[config.mk]
export PLATFORM = sky130hd
export DESIGN_NAME = audio_multi_pwm_out
export DESIGN_NICKNAME = d
export VERILOG_FILES = /design/src/rtl/audio_out_pkg.sv /design/src/rtl/audio_frame_fifo.sv /design/src/rtl/audio_multi_pwm_out.sv
export SDC_FILE = /design/constraint.sdc
export NUM_CORES = 1
export LEC_CHECK = 0
export ABC_AREA = 1
export BUFFER_PORTS_ARGS = -buffer_cell sky130_fd_sc_hd__buf_2
export CAP_MARGIN = 20
export CORE_MARGIN = 2
export CORE_UTILIZATION = 50
export DETAILED_ROUTE_END_ITERATION = 16
export HOLD_SLACK_MARGIN = 0.08
export PLACE_DENSITY_LB_ADDON = 0.2
export SLEW_MARGIN = 20
export SYNTH_ARGS = -nofsm -noshare
export SYNTH_HDL_FRONTEND = slang
export SYNTH_SLANG_ARGS = --single-unit
[constraint.sdc]
create_clock -name clk_audio -period 3.7 [get_ports clk_audio]
set_input_delay 0.37 -clock clk_audio [delete_from_list [all_inputs] [get_ports clk_audio]]
set_output_delay 0.37 -clock clk_audio [all_outputs]
set_load 0.05 [all_outputs]
[src/rtl/audio_out_pkg.sv]
// Shared width helpers for the multi-channel 1-bit audio output stage.
package audio_out_pkg;

   function automatic int unsigned frame_width(int unsigned channels, int unsigned sample_w);
      return channels * sample_w;
   endfunction

   function automatic int unsigned level_width(int unsigned depth);
      return $clog2(depth) + 1;
   endfunction

   // Midscale of an offset-binary sample: silence with no DC step at start-up.
   function automatic int unsigned midscale(int unsigned sample_w);
      return 1 << (sample_w - 1);
   endfunction

endpackage

[src/rtl/audio_frame_fifo.sv]
// Single-clock frame FIFO: wrap-bit pointers, registered full flag, live level.
module audio_frame_fifo
   import audio_out_pkg::*;
#(
   parameter int unsigned WIDTH = 16,
   parameter int unsigned DEPTH = 4
) (
   input  logic                          clk,
   input  logic                          aclr_n,
   input  logic                          wr_en,
   input  logic [WIDTH-1:0]              wr_data,
   input  logic                          rd_en,
   output logic [WIDTH-1:0]              rd_data,
   output logic                          full,
   output logic                          empty,
   output logic [level_width(DEPTH)-1:0] level
);
   localparam int unsigned AW    = $clog2(DEPTH);
   localparam int unsigned LVL_W = level_width(DEPTH);

   logic [AW:0]      wr_ptr_q, wr_ptr_d;
   logic [AW:0]      rd_ptr_q, rd_ptr_d;
   logic             full_q, full_d;
   logic             do_wr, do_rd;
   logic [LVL_W-1:0] level_d;
   logic [WIDTH-1:0] mem_q [DEPTH];

   always_comb begin
      level    = wr_ptr_q - rd_ptr_q;
      do_wr    = wr_en && !full_q;
      do_rd    = rd_en && (level != '0);
      wr_ptr_d = wr_ptr_q + {{AW{1'b0}}, do_wr};
      rd_ptr_d = rd_ptr_q + {{AW{1'b0}}, do_rd};
      level_d  = wr_ptr_d - rd_ptr_d;
      full_d   = (level_d == LVL_W'(DEPTH));
   end

   always_ff @(posedge clk or negedge aclr_n) begin
      if (!aclr_n) begin
         wr_ptr_q <= '0;
         rd_ptr_q <= '0;
         full_q   <= 1'b0;
      end else begin
         wr_ptr_q <= wr_ptr_d;
         rd_ptr_q <= rd_ptr_d;
         full_q   <= full_d;
      end
   end

   // Storage carries no reset; the pointers alone define what is valid.
   always_ff @(posedge clk) begin
      if (do_wr) mem_q[wr_ptr_q[AW-1:0]] <= wr_data;
   end

   assign rd_data = mem_q[rd_ptr_q[AW-1:0]];
   assign full    = full_q;
   assign empty   = (level == '0);

endmodule

[src/rtl/audio_multi_pwm_out.sv]
// N-channel PCM to 1-bit audio output: frame FIFO, period tick, PWM per channel.
// Define AUDIO_SIGMA_DELTA_EN to replace the PWM compare with first-order delta-sigma.
module audio_multi_pwm_out
   import audio_out_pkg::*;
#(
   parameter int unsigned CHANNELS   = 2,
   parameter int unsigned SAMPLE_W   = 8,
   parameter int unsigned FIFO_DEPTH = 4
) (
   input  logic                           clk_audio,
   input  logic                           aclr_n,
   input  logic                           in_valid,
   output logic                           in_ready,
   input  logic [CHANNELS*SAMPLE_W-1:0]   in_frame,
   output logic                           fifo_full,
   output logic [$clog2(FIFO_DEPTH):0]    fifo_level,
   output logic                           frame_strobe,
   output logic                           underrun,
   output logic [CHANNELS-1:0]            audio_out
);
   localparam int unsigned           FRAME_W  = frame_width(CHANNELS, SAMPLE_W);
   localparam logic [SAMPLE_W-1:0]   MIDSCALE = SAMPLE_W'(midscale(SAMPLE_W));

   logic [SAMPLE_W-1:0]                tick_q, tick_d;
   logic [CHANNELS-1:0][SAMPLE_W-1:0]  active_q, active_d;
   logic                               frame_strobe_q, frame_strobe_d;
   logic                               underrun_q, underrun_d;
   logic [CHANNELS-1:0]                audio_out_q, audio_out_d;
   logic [FRAME_W-1:0]                 head_frame;
   logic                               fifo_empty;
   logic                               period_end, pop;

   audio_frame_fifo #(
      .WIDTH (FRAME_W),
      .DEPTH (FIFO_DEPTH)
   ) u_fifo (
      .clk     (clk_audio),
      .aclr_n  (aclr_n),
      .wr_en   (in_valid),
      .wr_data (in_frame),
      .rd_en   (period_end),
      .rd_data (head_frame),
      .full    (fifo_full),
      .empty   (fifo_empty),
      .level   (fifo_level)
   );

   always_comb begin
      period_end     = &tick_q;
      pop            = period_end && !fifo_empty;
      tick_d         = tick_q + SAMPLE_W'(1);
      active_d       = pop ? head_frame : active_q;
      frame_strobe_d = pop;
      underrun_d     = period_end && fifo_empty;
   end

   for (genvar c = 0; c < CHANNELS; c++) begin : g_chan
`ifdef AUDIO_SIGMA_DELTA_EN
      // Only the low bits persist; the carry out is the output bit itself.
      logic [SAMPLE_W-1:0] acc_q;
      logic [SAMPLE_W:0]   acc_d;

      assign acc_d          = {1'b0, acc_q} + {1'b0, active_q[c]};
      assign audio_out_d[c] = acc_d[SAMPLE_W];

      always_ff @(posedge clk_audio or negedge aclr_n) begin
         if (!aclr_n) acc_q <= '0;
         else         acc_q <= acc_d[SAMPLE_W-1:0];
      end
`else
      assign audio_out_d[c] = (tick_q < active_q[c]);
`endif
   end

   always_ff @(posedge clk_audio or negedge aclr_n) begin
      if (!aclr_n) begin
         tick_q         <= '0;
         active_q       <= {CHANNELS{MIDSCALE}};
         frame_strobe_q <= 1'b0;
         underrun_q     <= 1'b0;
         audio_out_q    <= '0;
      end else begin
         tick_q         <= tick_d;
         active_q       <= active_d;
         frame_strobe_q <= frame_strobe_d;
         underrun_q     <= underrun_d;
         audio_out_q    <= audio_out_d;
      end
   end

   assign in_ready     = !fifo_full;
   assign frame_strobe = frame_strobe_q;
   assign underrun     = underrun_q;
   assign audio_out    = audio_out_q;

endmodule

* After elaboration in Yosys (flattened, before gate mapping)
Memory sizes are Yosys's and may differ from the RTL's. A register that Yosys moved wholly into a read port is not among the register bits.
Cells that the tools add are included.
** Storage, ports and cells
- Flip-flop bits (word level) :: 19
- Bits in writable memories :: 64
- Bits of input ports :: 19
- Output and inout port bits :: 9
- Logic and storage cells :: 28
- Memories :: 1
** Memories
- u_fifo.mem_q :: words 4, width 16, rd ports 1, clocked after memory_dff 1, wr ports 1, line audio_frame_fifo.sv:26 : logic [WIDTH-1:0] mem_q [DEPTH];
** Operators by class
- $add $sub $neg :: 5
- Magnitude comparators :: 2
- Eq/ne operators :: 1
- Multiplexer cells :: 2
- Reduce and logical (&&, ||, !) cells :: 10
** Operators with widths (number)
- 8-bit less-than comparator :: 2
- 8-bit by 1-bit adder with 8-bit output (second input constant) :: 1
- 8-bit AND reduction :: 1
- 3-bit by 1-bit adder with 3-bit output :: 2
- 3-bit subtractor :: 2
- 1-bit logical AND :: 4
- 3-bit == test (second input constant) :: 1
- 1-bit logical NOT :: 3
- 3-bit logical NOT :: 1
- 3-bit nonzero test :: 1
- 1-bit 2-to-1 mux :: 2

* Depth between registers and ports, before layout
Gate-level depths: netlist of run 1.
- Word-level depth :: 6
- Depth in mapped cells :: 19
- Gate-level depth less buffers :: 18

* By module
Synthesis of run 1 repeated with hierarchy kept, for this count alone.
** Unflattened totals
- Cells, all modules :: 387
- Area, all modules :: 4413.0 µm²
** By module, submodules not included
- audio_frame_fifo :: instances 1, cells each 220, area each 2842.7 µm², seq. area each 2097.0 µm²
- audio_multi_pwm_out :: instances 1, cells each 167, area each 1570.3 µm², seq. area each 703.2 µm²

* Worst setup path before layout of run 1
No wires, ideal clock.
- Path kind :: reg2reg
- From :: register u_fifo.wr_ptr_q[0]
- To :: register u_fifo.full_q, in the netlist u_fifo.full
- Library setup time :: 0.114 ns
- Arrival time :: 2.778 ns
- Data required time :: 3.586 ns
- Path slack :: 0.807 ns
- Cell stages (with the launch flop) :: 18
- Path buffers :: 1
- Period minus slack after synthesis :: 2.893 ns
- Cell sequence :: dfrtp_1 -> inv_1 -> ha_1 -> fa_1 -> nand2_1 -> inv_1 -> nand3_4 -> nand2_4 -> buf_8 -> inv_1 -> ha_1 -> ha_1 -> inv_1 -> ha_1 -> a21oi_1 -> nand3_1 -> nand2_1 -> nor2_1
** Between the ends
- Longest elaborated chain between the ends :: 6
- Elaborated cells on any way between the ends :: 7
- Classes of those cells :: 4 x add/sub; 1 x eq/ne; 2 x reduce/logical
** Ends and longest elaborated chain
- start: declaration :: line audio_frame_fifo.sv:21 : logic [AW:0] wr_ptr_q, wr_ptr_d;
- start signal: assignment :: line audio_frame_fifo.sv:44 : wr_ptr_q <= wr_ptr_d;
- 3-bit subtractor :: line audio_frame_fifo.sv:29 : level = wr_ptr_q - rd_ptr_q;
- 3-bit nonzero test :: line audio_frame_fifo.sv:31 : do_rd = rd_en && (level != '0);
- 1-bit logical AND :: line audio_frame_fifo.sv:31
- 3-bit by 1-bit adder with 3-bit output :: line audio_frame_fifo.sv:33 : rd_ptr_d = rd_ptr_q + {{AW{1'b0}}, do_rd};
- net u_fifo.rd_ptr_d[1] :: line audio_frame_fifo.sv:22 : logic [AW:0] rd_ptr_q, rd_ptr_d;
- 3-bit subtractor :: line audio_frame_fifo.sv:34 : level_d = wr_ptr_d - rd_ptr_d;
- 3-bit == test :: line audio_frame_fifo.sv:35 : full_d = (level_d == LVL_W'(DEPTH));
- net u_fifo.full_d :: line audio_frame_fifo.sv:23 : logic full_q, full_d;
- end signal: assignment :: line audio_frame_fifo.sv:46 : full_q <= full_d;
- end: declaration :: line audio_frame_fifo.sv:23
The timed path passes the listed nets, and every way through them passes these cells.

* Worst setup path in the final report of run 1
Ends and elaborated chain as after synthesis.

==> results of run 1 <==
[state kept, by name, summed over array words and instances (netlist names)]
signal and flops:
u_fifo.mem_q 64, active_q 16, tick_q 8, u_fifo.rd_ptr_q 3, u_fifo.wr_ptr_q 3, audio_out 2, frame_strobe 1, u_fifo.full 1
underrun 1
[where the power goes]
part	internal, mW	total (mW)	switching [mW]
Clock	0.247	0.630	0.382
Sequential	1.35	1.40	0.0559
Combinational	0.129	0.504	0.375
[per-layer routing]
layer  GRT usage  vias to the layer above  share of wire
met2       0.284                       38           0.48
met3      0.0316                       10          0.029
met4      0.0632                        0          0.016
met5           0                        -              0
li1            -                     1484              -
met1       0.234                     1334           0.47
[area by class of cell]
cell class              count  area (um^2)
fillers                   755         3760
flip-flops and latches     99         2800
multi-input cells         263         1450
inverters                  73          274
repair buffers             29          170
well taps                 108          135
clock buffers               9          124
clock inverters             6         50.0
[metrics by stage]
step,utilization,setup slack (ns)
after floorplan,-,0.807
after global placement,0.547,0.365
after detailed placement,0.547,0.275
after CTS,0.567,0.245
after global routing,0.571,0.0743
final,0.571,0.377
[cells in the final DEF, fill, tap and decap left out, drive strengths merged]
master | Yosys | layout
o21ai | 3 | 3
clkinvlp | 0 | 4
dfrtp | 33 | 33
inv | 73 | 75
nor2 | 39 | 39
nand3 | 22 | 22
o211ai | 16 | 16
xor2 | 4 | 4
fa | 1 | 1
dfstp | 2 | 2
edfxtp | 64 | 64
buf | 9 | 29
ha | 22 | 22
xnor2 | 1 | 1
clkbuf | 4 | 9
nor3 | 5 | 5
a21oi | 9 | 9
nand2 | 141 | 141
[cell families (layout without fill, tap and decap cells)]
| logic type | count (synthesis) | count (layout) | synth area share |
|---|---|---|---|
| xor gates and xnor gates | 5 | 5 | 0.00963 |
| adders and majority gates | 23 | 23 | 0.0649 |
| AOI/OAI and AO/OA | 28 | 28 | 0.0396 |
| buffers and inverters | 86 | 117 | 0.0776 |
| DFF | 99 | 99 | 0.616 |
| and+or+nand+nor | 207 | 207 | 0.193 |
[critical path, stage by stage (launching register included)]
cell and delay (ns):
sky130_fd_sc_hd__dfrtp_2 0.45, sky130_fd_sc_hd__inv_1 0.14, sky130_fd_sc_hd__ha_1 0.21, sky130_fd_sc_hd__fa_1 0.50, sky130_fd_sc_hd__nand2_1 0.06, sky130_fd_sc_hd__inv_1 0.09, sky130_fd_sc_hd__nand3_4 0.24, sky130_fd_sc_hd__nand2_8 0.21
sky130_fd_sc_hd__inv_1 0.07, sky130_fd_sc_hd__ha_1 0.19, sky130_fd_sc_hd__ha_1 0.28, sky130_fd_sc_hd__inv_1 0.04, sky130_fd_sc_hd__ha_1 0.30, sky130_fd_sc_hd__a21oi_1 0.21, sky130_fd_sc_hd__inv_1 0.07, sky130_fd_sc_hd__nand2_1 0.06
sky130_fd_sc_hd__nand2_1 0.05, sky130_fd_sc_hd__nor2_1 0.07
[how the worst max path moves through the flow]
stage / to / start / depth (start not counted) / slack, ns
2_1_floorplan: u_fifo.full$_DFF_PN0_ / u_fifo.wr_ptr_q[0]$_DFF_PN0_ / 17 / 0.81
3_3_place_gp: u_fifo.full$_DFF_PN0_ / u_fifo.wr_ptr_q[0]$_DFF_PN0_ / 16 / 0.36
3_5_place_dp: u_fifo.full$_DFF_PN0_ / u_fifo.wr_ptr_q[0]$_DFF_PN0_ / 17 / 0.27
4_1_cts: u_fifo.full$_DFF_PN0_ / u_fifo.wr_ptr_q[0]$_DFF_PN0_ / 17 / 0.25
5_1_grt: u_fifo.full$_DFF_PN0_ / u_fifo.wr_ptr_q[0]$_DFF_PN0_ / 17 / 0.07
6_report: u_fifo.full$_DFF_PN0_ / u_fifo.wr_ptr_q[0]$_DFF_PN0_ / 17 / 0.38
==> results.txt, run 1 <==
Number of global-route vias before repair: 2822. Measured in cells, the most critical reg-to-reg path has a length of 17. The critical setup path kind is flip-flop to flip-flop. The initial DRC count is 92.

The worst setup path is captured at a flip-flop. The maximum buffer depth of the clock tree is 2. The total routed wirelength was 7.74 mm. The run gives 517 as the final-stage net count. Global routing usage summed across all routing layers: 0.173. By count the netlist is led by 138 x sky130_fd_sc_hd__nand2_1, 72 x sky130_fd_sc_hd__inv_1, 64 x sky130_fd_sc_hd__edfxtp_1. In this run the cell area measured after placement is 0.00479 mm^2. The number of failing setup endpoints in the final timing report was 0; the total congestion overflow after global routing was 0. The run gives 4 as the number of search-and-repair iterations in the first detailed-routing pass.

The run finished with clean final reports. The vias per cell is 4.88. The die extent in x was 99.4 um; the per-instance average area after synthesis was 10.2 um^2. Final hold analysis gives a worst-case slack of 0.0628 ns. For this run, design rule violations remaining after detail routing come to 0. The clock sink count was 99; the timing-limited maximum frequency was 301 MHz. For the number of diodes, the log shows 0.

The run gives 0 as the hold violation total from the final report. sky130_fd_sc_hd__edfxtp_1 takes more of the synthesized area than any other cell. Data on the critical path is required at its endpoint by 4.01 ns. The number of buffers inserted by port buffering is 27. The number of different library cells used by synthesis comes to 27.

In the post-synthesis netlist, the biggest area contributors are sky130_fd_sc_hd__edfxtp_1 42%, sky130_fd_sc_hd__dfrtp_1 18%, sky130_fd_sc_hd__nand2_1 11%. Clock network latency to the later pin of the worst-skew pair: 0.37 ns. The class of the tightest hold or removal check is input port to async pin. For the register area share after synthesis, the log shows 0.616. The leading register cell type out of synthesis was sky130_fd_sc_hd__edfxtp_1. The final critical path time including I/O delays and setup is 3.32 ns. The fraction of layout instances using a drive strength above 1 came out at 0.127.

The run gives 5.10 mm as the post-DP HPWL. The number of placed instances, taps included, is 571. The worst register-to-register path has a setup slack of 0.38 ns. The core region is 0.00876 mm^2. In this run the static leakage power is 2.23 nW.

Power per unit of standard cell area: 507 mW/mm^2. The count of vias placed by the detailed router was 2866; the die extent in y was 99.4 um. The final non-filler cell total is 587.

For the data arrival time at the worst-slack endpoint, the log shows 3.63 ns. The number of warning messages in the yosys log is 0, and the initial antenna violation count is 0. Initial core utilization: 0.519. The max-slew violation count was 0; the clock transition time at the flip-flop clock pins of the worst setup and hold paths was 0.10 ns. The master cell of the clock root buffer was sky130_fd_sc_hd__clkbuf_8.

The tools report the area of all placed cells without fillers as 0.00501 mm^2. The post-cts repair resize count is 0. In this run the worst path has a maximum fanout of 18. Buffers inserted during clock tree synthesis total 9. The logs give 2.54 mW for the post-layout total power and 0 for the number of antenna-violating nets in the routed design. The logs give 0.264 mV for the maximum VDD drop and 66 for the largest net degree at the start of global routing. The most common cell in the synthesized netlist is sky130_fd_sc_hd__nand2_1. At the end of routability-driven placement, the weighted congestion stood at 0.783. Setup repair after global routing left no endpoint under its margin. The gate count of the mapped netlist was 448.

28 I/O pins were placed. The number of hold buffers added after CTS was 0. After routing, the total negative slack on setup checks comes to 0 ns. The synthesized design contains 99 register bits. Across the run, the number of max-cap violations was 0. The number of levels in the clock H-tree is 3. The global-route wire length before repair is 13.3 mm, and the final routed wire length divided by cell count is 13.2 um. The final clock skew was 0.0144 ns; the fraction of post-synthesis cell area in the top cell type by area was 0.422. Synthesis produced a netlist with a net count of 490. The logs give 0 for the total setup buffers inserted after CTS and 0.346 for the worst slew margin relative to its limit. Async set or reset register ratio after synthesis: 0.354. The worst register-to-register path begins at u_fifo.wr_ptr_q[0]$_DFF_PN0_. The synthesis-to-layout area growth was 10.0%. The element type at the critical path start was a flip-flop. TritonCTS built the clock tree. Yosys mapped a number of flops with a built-in enable equal to 64. The floorplan step defined a die boundary enclosing 0.00988 mm^2.

At the pin with the least slew margin, the transition time is 0.977 ns. The number of core rows was 34. The terminus of the critical flop-to-flop path was u_fifo.full$_DFF_PN0_.

The fraction of the cycle the final worst path needs came out at 0.898. The run gives 0.00455 mm^2 as the synthesized cell area.
Power figures use the tool's default switching activity.
==> run 2: changes to the inputs <==
- GPL_TIMING_DRIVEN: default -> 0
==> run 2 against run 1 <==
Count of clock-buffer cells in the layout is the same. Register-to-register slack better by 0.06 ns. Sequential share of layout area shrank 1.3 points. Worst setup slack better by 0.061 ns. First-iteration DRC count grew 18%. Critical endpoint unchanged. Clock power increased by 20%. Clock skew is 0.00095 ns higher. Sequential power about the same. Largest cell class unchanged. Global-route usage is 0.55 points higher. Core utilization increased by 1.3 points. Sequential cell count unchanged. Hold slack better by 0.013 ns.
==> results.txt, run 2 (synthesized netlist as in run 1, its figures left out) <==
Max-cap violations in this run came to 0. The number of antenna-violating nets in the routed design is 0. The logs give 99 for the clock sink count and 0 for the max-slew violation count.

Fraction of the cycle the final worst path needs: 0.882. STA classifies the critical path endpoint as a flip-flop. The clock transition time at the flip-flop clock pins of the worst setup and hold paths was 0.11 ns. TritonCTS built the clock tree. The logs give 0 for the initial antenna violation count and 28 for the top-level port count. For the initial core utilization, the log shows 0.519. The data arrival time at the worst-slack endpoint is 3.57 ns. The run gives 0 as the total setup buffers inserted after CTS. On the final layout, the worst clock skew is 0.0154 ns. The wire-length estimate of the detail-placed layout is 5.90 mm. Static timing analysis puts the maximum clock frequency at 307 MHz.

For the largest net degree at the start of global routing, the log shows 36. VDD sags by at most 0.340 mV. The floorplan step defined a die boundary enclosing 0.00988 mm^2. The class of the tightest hold or removal check was input port to async pin.

The register with the most flip-flops in the layout has 64 of them. The final layout contains routed wiring with a total length of 8.29 mm. The filler cells instantiated in the layout total 739. Relative to the synthesized area, the layout overhead comes to 12.5%. Setup violations remaining at the end of the flow were counted as 0. Across all layers, the routed design uses 2920 vias. From bottom edge to top edge, the die measures 99.4 um.

STA classifies the critical path startpoint as a flip-flop. The logic depth of the worst path, buffers included was 18. The first TritonRoute pass finished after 4 iterations. The smallest clock period supported by the final layout is computed as 3.26 ns. Setup repair after global routing left no endpoint under its margin. In the routed design, unresolved DRC markers number 0. The total overflow left after global routing is 0. Power per unit of standard cell area: 521 mW/mm^2.

For the post-layout utilization of the core, the log shows 0.584. The cell sitting at the root of the clock tree is a sky130_fd_sc_hd__clkbuf_8. After the last flow step, the layout net total stands at 534. The number of clock buffers added by TritonCTS is 9. After clock tree synthesis, the flow added hold-fix buffers numbering 0. By instance count, the cell type seen most on the critical path is sky130_fd_sc_hd__inv_1. The most common library cell in the layout ignoring fill and taps was sky130_fd_sc_hd__nand2_1. The maximum buffer depth of the clock tree was 2. The number of global-route vias before repair is 2791, and the vias per cell is 4.83. The detailed router finished its first iteration with 109 violations.

The family with the most delay on the worst path was adder cells. Adding up every negative setup slack in the final design gives 0 ns. In this run the worst path has a maximum fanout of 10.

The number of cells on the worst reg-to-reg path is 18. Area occupied by multi-input gates: 0.00142 mm^2. The initialized floorplan defines 34 standard-cell rows. The run finished with clean final reports. Traced cell by cell, the critical path runs through inv_1, ha_1, fa_1, nand2_1, inv_1, nand3_4, nand2_4, buf_8, inv_1, ha_1, ha_1, inv_1, ha_1, a21oi_1, inv_1, nand2_1, nand2_1, nor2_1. The logs give 0 for the hold violation total from the final report and 3 for the number of levels in the clock H-tree. The stage delay of the slowest cell on the critical path came out at 0.51 ns.

Leaving out fill and tap cells, the most frequent cells in the layout are 138 x sky130_fd_sc_hd__nand2_1, 72 x sky130_fd_sc_hd__inv_1, 64 x sky130_fd_sc_hd__edfxtp_1. The total leakage power was 2.33 nW; the global-route wire length before repair was 13.5 mm. In this run the standard cell core region covers 0.00876 mm^2. The critical path is of the flip-flop to flip-flop type. On the critical path, the stage with the largest delay is an instance of sky130_fd_sc_hd__fa_1.

The post-cts repair resize count is 0, and the die extent in x is 99.4 um. The congestion estimate from routability-driven global placement came to 0.759. The tools report the worst slew margin relative to its limit as 0.470. During placement, the flow inserted port buffers numbering 27. The critical path required time was 4.01 ns.

The fraction of layout instances using a drive strength above 1 came out at 0.147. Counting both buffers and inverters, the worst setup path holds a total of 6. Clock latency on the worst-skew pair, taken at its later pin, is 0.37 ns.

The logs give 0.179 for the global routing usage summed across all routing layers and 0 for the number of diodes. The final routed wire length divided by cell count is 13.7 um. For the sequential standard cell area, the log shows 0.00280 mm^2. The transition at the pin with the smallest max-transition slack works out to 0.795 ns.
[run 2: changes by cell type in the layout (fill, tap and decap cells not counted), moves of 4 or more]
| cell | delta |
|---|---|
| sky130_fd_sc_hd__nor3_4 | -4 |
| sky130_fd_sc_hd__buf_2 | +6 |
| sky130_fd_sc_hd__nor3_2 | +4 |
| sky130_fd_sc_hd__clkinvlp_4 | -4 |
| sky130_fd_sc_hd__clkbuf_1 | +4 |
| sky130_fd_sc_hd__buf_6 | +4 |
[run 2: power by group]
group	total [mW]	internal, mW	switching (mW)
clock network	0.759	0.340	0.419
logic	0.517	0.155	0.362
registers	1.39	1.34	0.0477
total	2.67	1.84	0.829
[run 2: final timing paths]
kind | start | endpoint | slack, ns
max | u_fifo.wr_ptr_q[0]$_DFF_PN0_ | u_fifo.full$_DFF_PN0_ | 0.44
min | aclr_n | u_fifo.wr_ptr_q[0]$_DFF_PN0_ | 0.08
max reg2reg | u_fifo.wr_ptr_q[0]$_DFF_PN0_ | u_fifo.full$_DFF_PN0_ | 0.44
min reg2reg | active_q[15]$_DFFE_PN1P_ | active_q[15]$_DFFE_PN1P_ | 0.46
max in group asynchronous | aclr_n | active_q[11]$_DFFE_PN0P_ | 3.11
min in group clk_audio | in_frame[13] | u_fifo.mem_q[3][13]$_DFFE_PP_ | 0.21
[run 2: layout make-up]
cell class,instances,area share
buffer,13,0.0154
clock buffer,9,0.0242
clock inverter,7,0.0196
inverter,73,0.0535
multi-input combinational,263,0.277
sequential,99,0.547
tap,108,0.0264
timing repair buffer,33,0.0374
[run 2: through the flow]
stage / power [mW] / std cells / worst slack [ns] / instance area (um^2) / hold slack, ns
finish: 2.67 / 605 / 0.438 / 5120 / 0.0763
global route: 2.80 / 605 / 0.240 / 5120 / 0.114
CTS: 2.70 / 605 / 0.417 / 5120 / 0.0938
detailed placement: 1.94 / 589 / 0.464 / 4900 / 0.452
global placement: 1.88 / 583 / 0.562 / 4820 / 0.453
floorplan: 1.75 / 448 / 0.807 / 4550 / 0.0744
[run 2: worst register-to-register path, stage by stage (launching register included)]
cell and delay, ns:
sky130_fd_sc_hd__dfrtp_1 0.44, sky130_fd_sc_hd__inv_1 0.11, sky130_fd_sc_hd__ha_1 0.21, sky130_fd_sc_hd__fa_1 0.51, sky130_fd_sc_hd__nand2_1 0.07, sky130_fd_sc_hd__inv_1 0.09, sky130_fd_sc_hd__nand3_4 0.15, sky130_fd_sc_hd__nand2_4 0.15
sky130_fd_sc_hd__buf_8 0.14, sky130_fd_sc_hd__inv_1 0.06, sky130_fd_sc_hd__ha_1 0.19, sky130_fd_sc_hd__ha_1 0.29, sky130_fd_sc_hd__inv_1 0.05, sky130_fd_sc_hd__ha_1 0.30, sky130_fd_sc_hd__a21oi_1 0.20, sky130_fd_sc_hd__inv_1 0.06
sky130_fd_sc_hd__nand2_1 0.06, sky130_fd_sc_hd__nand2_1 0.05, sky130_fd_sc_hd__nor2_1 0.08
[run 2: per-layer routing]
layer	global-route usage	vias to the layer above	part of all wire
met5	0	-	0
met4	0.0411	0	0.010
met3	0.0450	8	0.031
met2	0.304	40	0.49
met1	0.234	1348	0.47
li1	-	1524	-
==> run 3: changes to the inputs <==
--- a/config.mk
+++ b/config.mk
@@ -15,4 +15,5 @@
 export HOLD_SLACK_MARGIN = 0.08
 export PLACE_DENSITY_LB_ADDON = 0.2
+export REMOVE_ABC_BUFFERS = 1
 export SLEW_MARGIN = 20
 export SYNTH_ARGS = -nofsm -noshare
==> constraint.sdc (replaced) <==
create_clock -name clk_audio -period 3.7 [get_ports clk_audio]
set_input_delay 0.185 -clock clk_audio [delete_from_list [all_inputs] [get_ports clk_audio]]
set_output_delay 0.185 -clock clk_audio [all_outputs]
set_load 0.05 [all_outputs]
==> run 3 against run 2 <==
Hold slack improved by 0.26 ns. Combinational power increased by 11%. Via count increased by 2.0%. Worst setup slack got worse by 0.10 ns. Power shrank 4.1%. Sequential power about the same. Clock skew shrank 0.0027 ns. Core utilization rose by 1.9 points. Global-route usage shrank 0.14 points. Non-clock buffer count increased by 18. Count of clock-buffer cells in the layout is 2 higher.
==> results.txt, run 3 (synthesized netlist as in run 1, its figures left out) <==
The transition at the pin with the smallest max-transition slack was 0.929 ns; the number of flip-flops in the largest register was 64. The fraction of the cycle the final worst path needs is 0.909. The logs give 0.00486 mm^2 for the total placed instance area and 0.519 for the initial core utilization. After clock tree synthesis, the clock-pin slew on the worst setup and hold paths is 0.10 ns.

The worst register-to-register path has a depth of 17. The floorplan step defined a die boundary enclosing 0.00988 mm^2. The tools report the final-stage net count as 552.

The endpoint identified for the worst register-to-register timing path is u_fifo.full$_DFF_PN0_. Wires add up to 8.15 mm. For the final database, setup skew stands at 0.0127 ns. For this design, the slowest cell found on the critical path is sky130_fd_sc_hd__dfrtp_4. The total congestion overflow after global routing is 0.

The tools report the global routing usage summed across all routing layers as 0.177. The most critical setup path has its startpoint at u_fifo.rd_ptr_q[0]$_DFF_PN0_. The area occupied by multi-input gates was 0.00143 mm^2; the count of vias placed by the detailed router was 2979. The clock passes through at most 2 buffers.

Data arrives at the worst endpoint at 3.65 ns. The hold violation total from the final report came out at 0. The critical path goes through buf_12, ha_1, fa_1, nand2_1, inv_1, nand3_4, nand2_8, inv_1, ha_1, ha_1, inv_1, ha_1, a21oi_1, inv_1, nand2_1, nand2_1, nor2_1.

The total leakage power came out at 2.38 nW. TritonCTS built the clock tree. The startpoint identified for the worst hold timing path is in_valid. The run gives 0.740 as the final weighted congestion in routability-driven placement. The top cell types in the final layout, fill and taps aside, are 138 x sky130_fd_sc_hd__nand2_1, 71 x sky130_fd_sc_hd__inv_1, 64 x sky130_fd_sc_hd__edfxtp_1.

The run gives 3 as the number of levels in the clock H-tree. The launching point of the worst reg2reg path was u_fifo.rd_ptr_q[0]$_DFF_PN0_. Summing all non-filler instances in the final layout gives an area of 0.00529 mm^2. Registers take 0.00280 mm^2. The worst setup path is of the flip-flop to flip-flop kind. The later pin in the worst-skew pair is clocked with a latency of 0.35 ns.

Dividing total power by cell area gives a power density of 484 mW/mm^2. The synthesis-to-layout area growth came out at 16.2%. Setup violations remaining at the end of the flow were counted as 0. The number of search-and-repair iterations in the first detailed-routing pass is 6, and the post-DP HPWL is 5.40 mm. 28 I/O pins were placed. The worst setup path is launched from a flip-flop. For this run, the slowest stage of the critical path takes 0.52 ns.

Max-cap violations in this run came to 0. In this run the worst setup path terminates at u_fifo.full$_DFF_PN0_. Setup repair after global routing left no endpoint under its margin. The flow ran to the end, and the final reports show no timing, DRC or antenna violations. For the number of antenna-violating nets in the routed design, the log shows 0.

The worst setup path is captured at a flip-flop. The fraction of layout instances using a drive strength above 1 came out at 0.148. The max-slew violation count came out at 0.

Summed over all failing endpoints, the final setup total negative slack is 0 ns. Row generation in the floorplan step produced 34 rows. The run gives 0 as the number of remaining DRC errors. The hold-critical path depth came out at 4. The TritonCTS buffer count was 9; the die extent in x was 99.4 um.

The region available for standard cell placement spans 0.00876 mm^2. The final critical path time including I/O delays and setup came out at 3.36 ns. Entering global routing, the biggest net connects 41 pins.

The tree is rooted in a sky130_fd_sc_hd__clkbuf_8. The tools report the number of diodes as 0. For the number of global-route vias before repair, the log shows 2848. The most common library cell in the layout ignoring fill and taps is sky130_fd_sc_hd__nand2_1. The first global-routing pass estimated 13.4 mm of wire. Die extent in y: 99.4 um. The vias per cell is 4.78, and the minimum setup slack among reg-to-reg paths is 0.34 ns. Of all nets on the critical path, the largest fanout is 40. The tools report the worst slew margin relative to its limit as 0.377.

The logs give 0.280 mV for the maximum VDD drop and 134 for the initial DRC count. The count of buffers added on input and output ports is 27. The tools report the critical path required time as 3.99 ns. Dividing the detail-routed wire length by the instance count gives 13.1 um.

After filler insertion, the fill cell instance count of the layout stands at 749. The clock sink count is 99, and the initial antenna violation count is 0. The worst hold path belongs to the class input port to flip-flop. For this run, the top clock speed supported by timing is 297 MHz.

For this run, the number of standard cells in the final layout without fillers is 623. Once placement completed, the tool counted placed cells totaling 579.
run 3: worst min path at each step:
stage	end	slack [ns]
finish	u_fifo.wr_ptr_q[0]$_DFF_PN0_	0.34
global placement	u_fifo.full$_DFF_PN0_	0.32
global route	u_fifo.wr_ptr_q[0]$_DFF_PN0_	0.37
CTS	u_fifo.wr_ptr_q[0]$_DFF_PN0_	0.33
detailed placement	u_fifo.full$_DFF_PN0_	0.33
floorplan	active_q[0]$_DFFE_PN0P_	-0.11
run 3: report_power, final:
part | switching, mW | internal (mW) | leakage, nW | total (mW)
Clock | 0.353 | 0.242 | 0.0807 | 0.595
Combinational | 0.382 | 0.191 | 1.25 | 0.573
Sequential | 0.0460 | 1.34 | 1.04 | 1.39
run 3: critical path, delay by kind of cell, from the launching register on:
family | cells | cell delay [ns]
adders and majority gates | 5 | 1.52
and+or+nand+nor | 6 | 0.62
DFF | 1 | 0.52
buffers and inverters | 5 | 0.44
AOI/OAI and AO/OA | 1 | 0.19
run 3: area by class of cell:
class / instances / share of cell area
Clock inverter: 5 / 0.00568
Inverter: 73 / 0.0518
Tap cell: 108 / 0.0256
Sequential cell: 99 / 0.530
Timing Repair Buffer: 64 / 0.0921
Multi-Input combinational cell: 263 / 0.270
Clock buffer: 11 / 0.0249
run 3: routing by layer:
layer  global-route usage  vias up  routed length [um]
met4               0.0580        0                 106
met3               0.0253        7                 211
met5                    0        -                   0
li1                     -     1551                   -
met1                0.222     1384                3680
met2                0.318       37                4150
run 3: through the flow:
stage / hold slack, ns / util / total power [mW] / setup slack [ns]
2_1_floorplan: -0.111 / - / 1.74 / 0.0373
3_3_place_gp: 0.315 / 0.541 / 1.89 / -0.639
3_5_place_dp: 0.333 / 0.554 / 1.95 / -0.0338
4_1_cts: 0.332 / 0.593 / 2.55 / 0.0176
5_1_grt: 0.369 / 0.603 / 2.69 / 0.0807
6_report: 0.336 / 0.603 / 2.56 / 0.337
run 3: what timing repair did:
action                                  CTS  global route
hold buffers                             17             0
hold endpoints to repair                 97             0
setup buffers                             0            11
pin swaps                                 0             1
endpoints found under the setup margin    1             1
gates resized for setup                   2             0
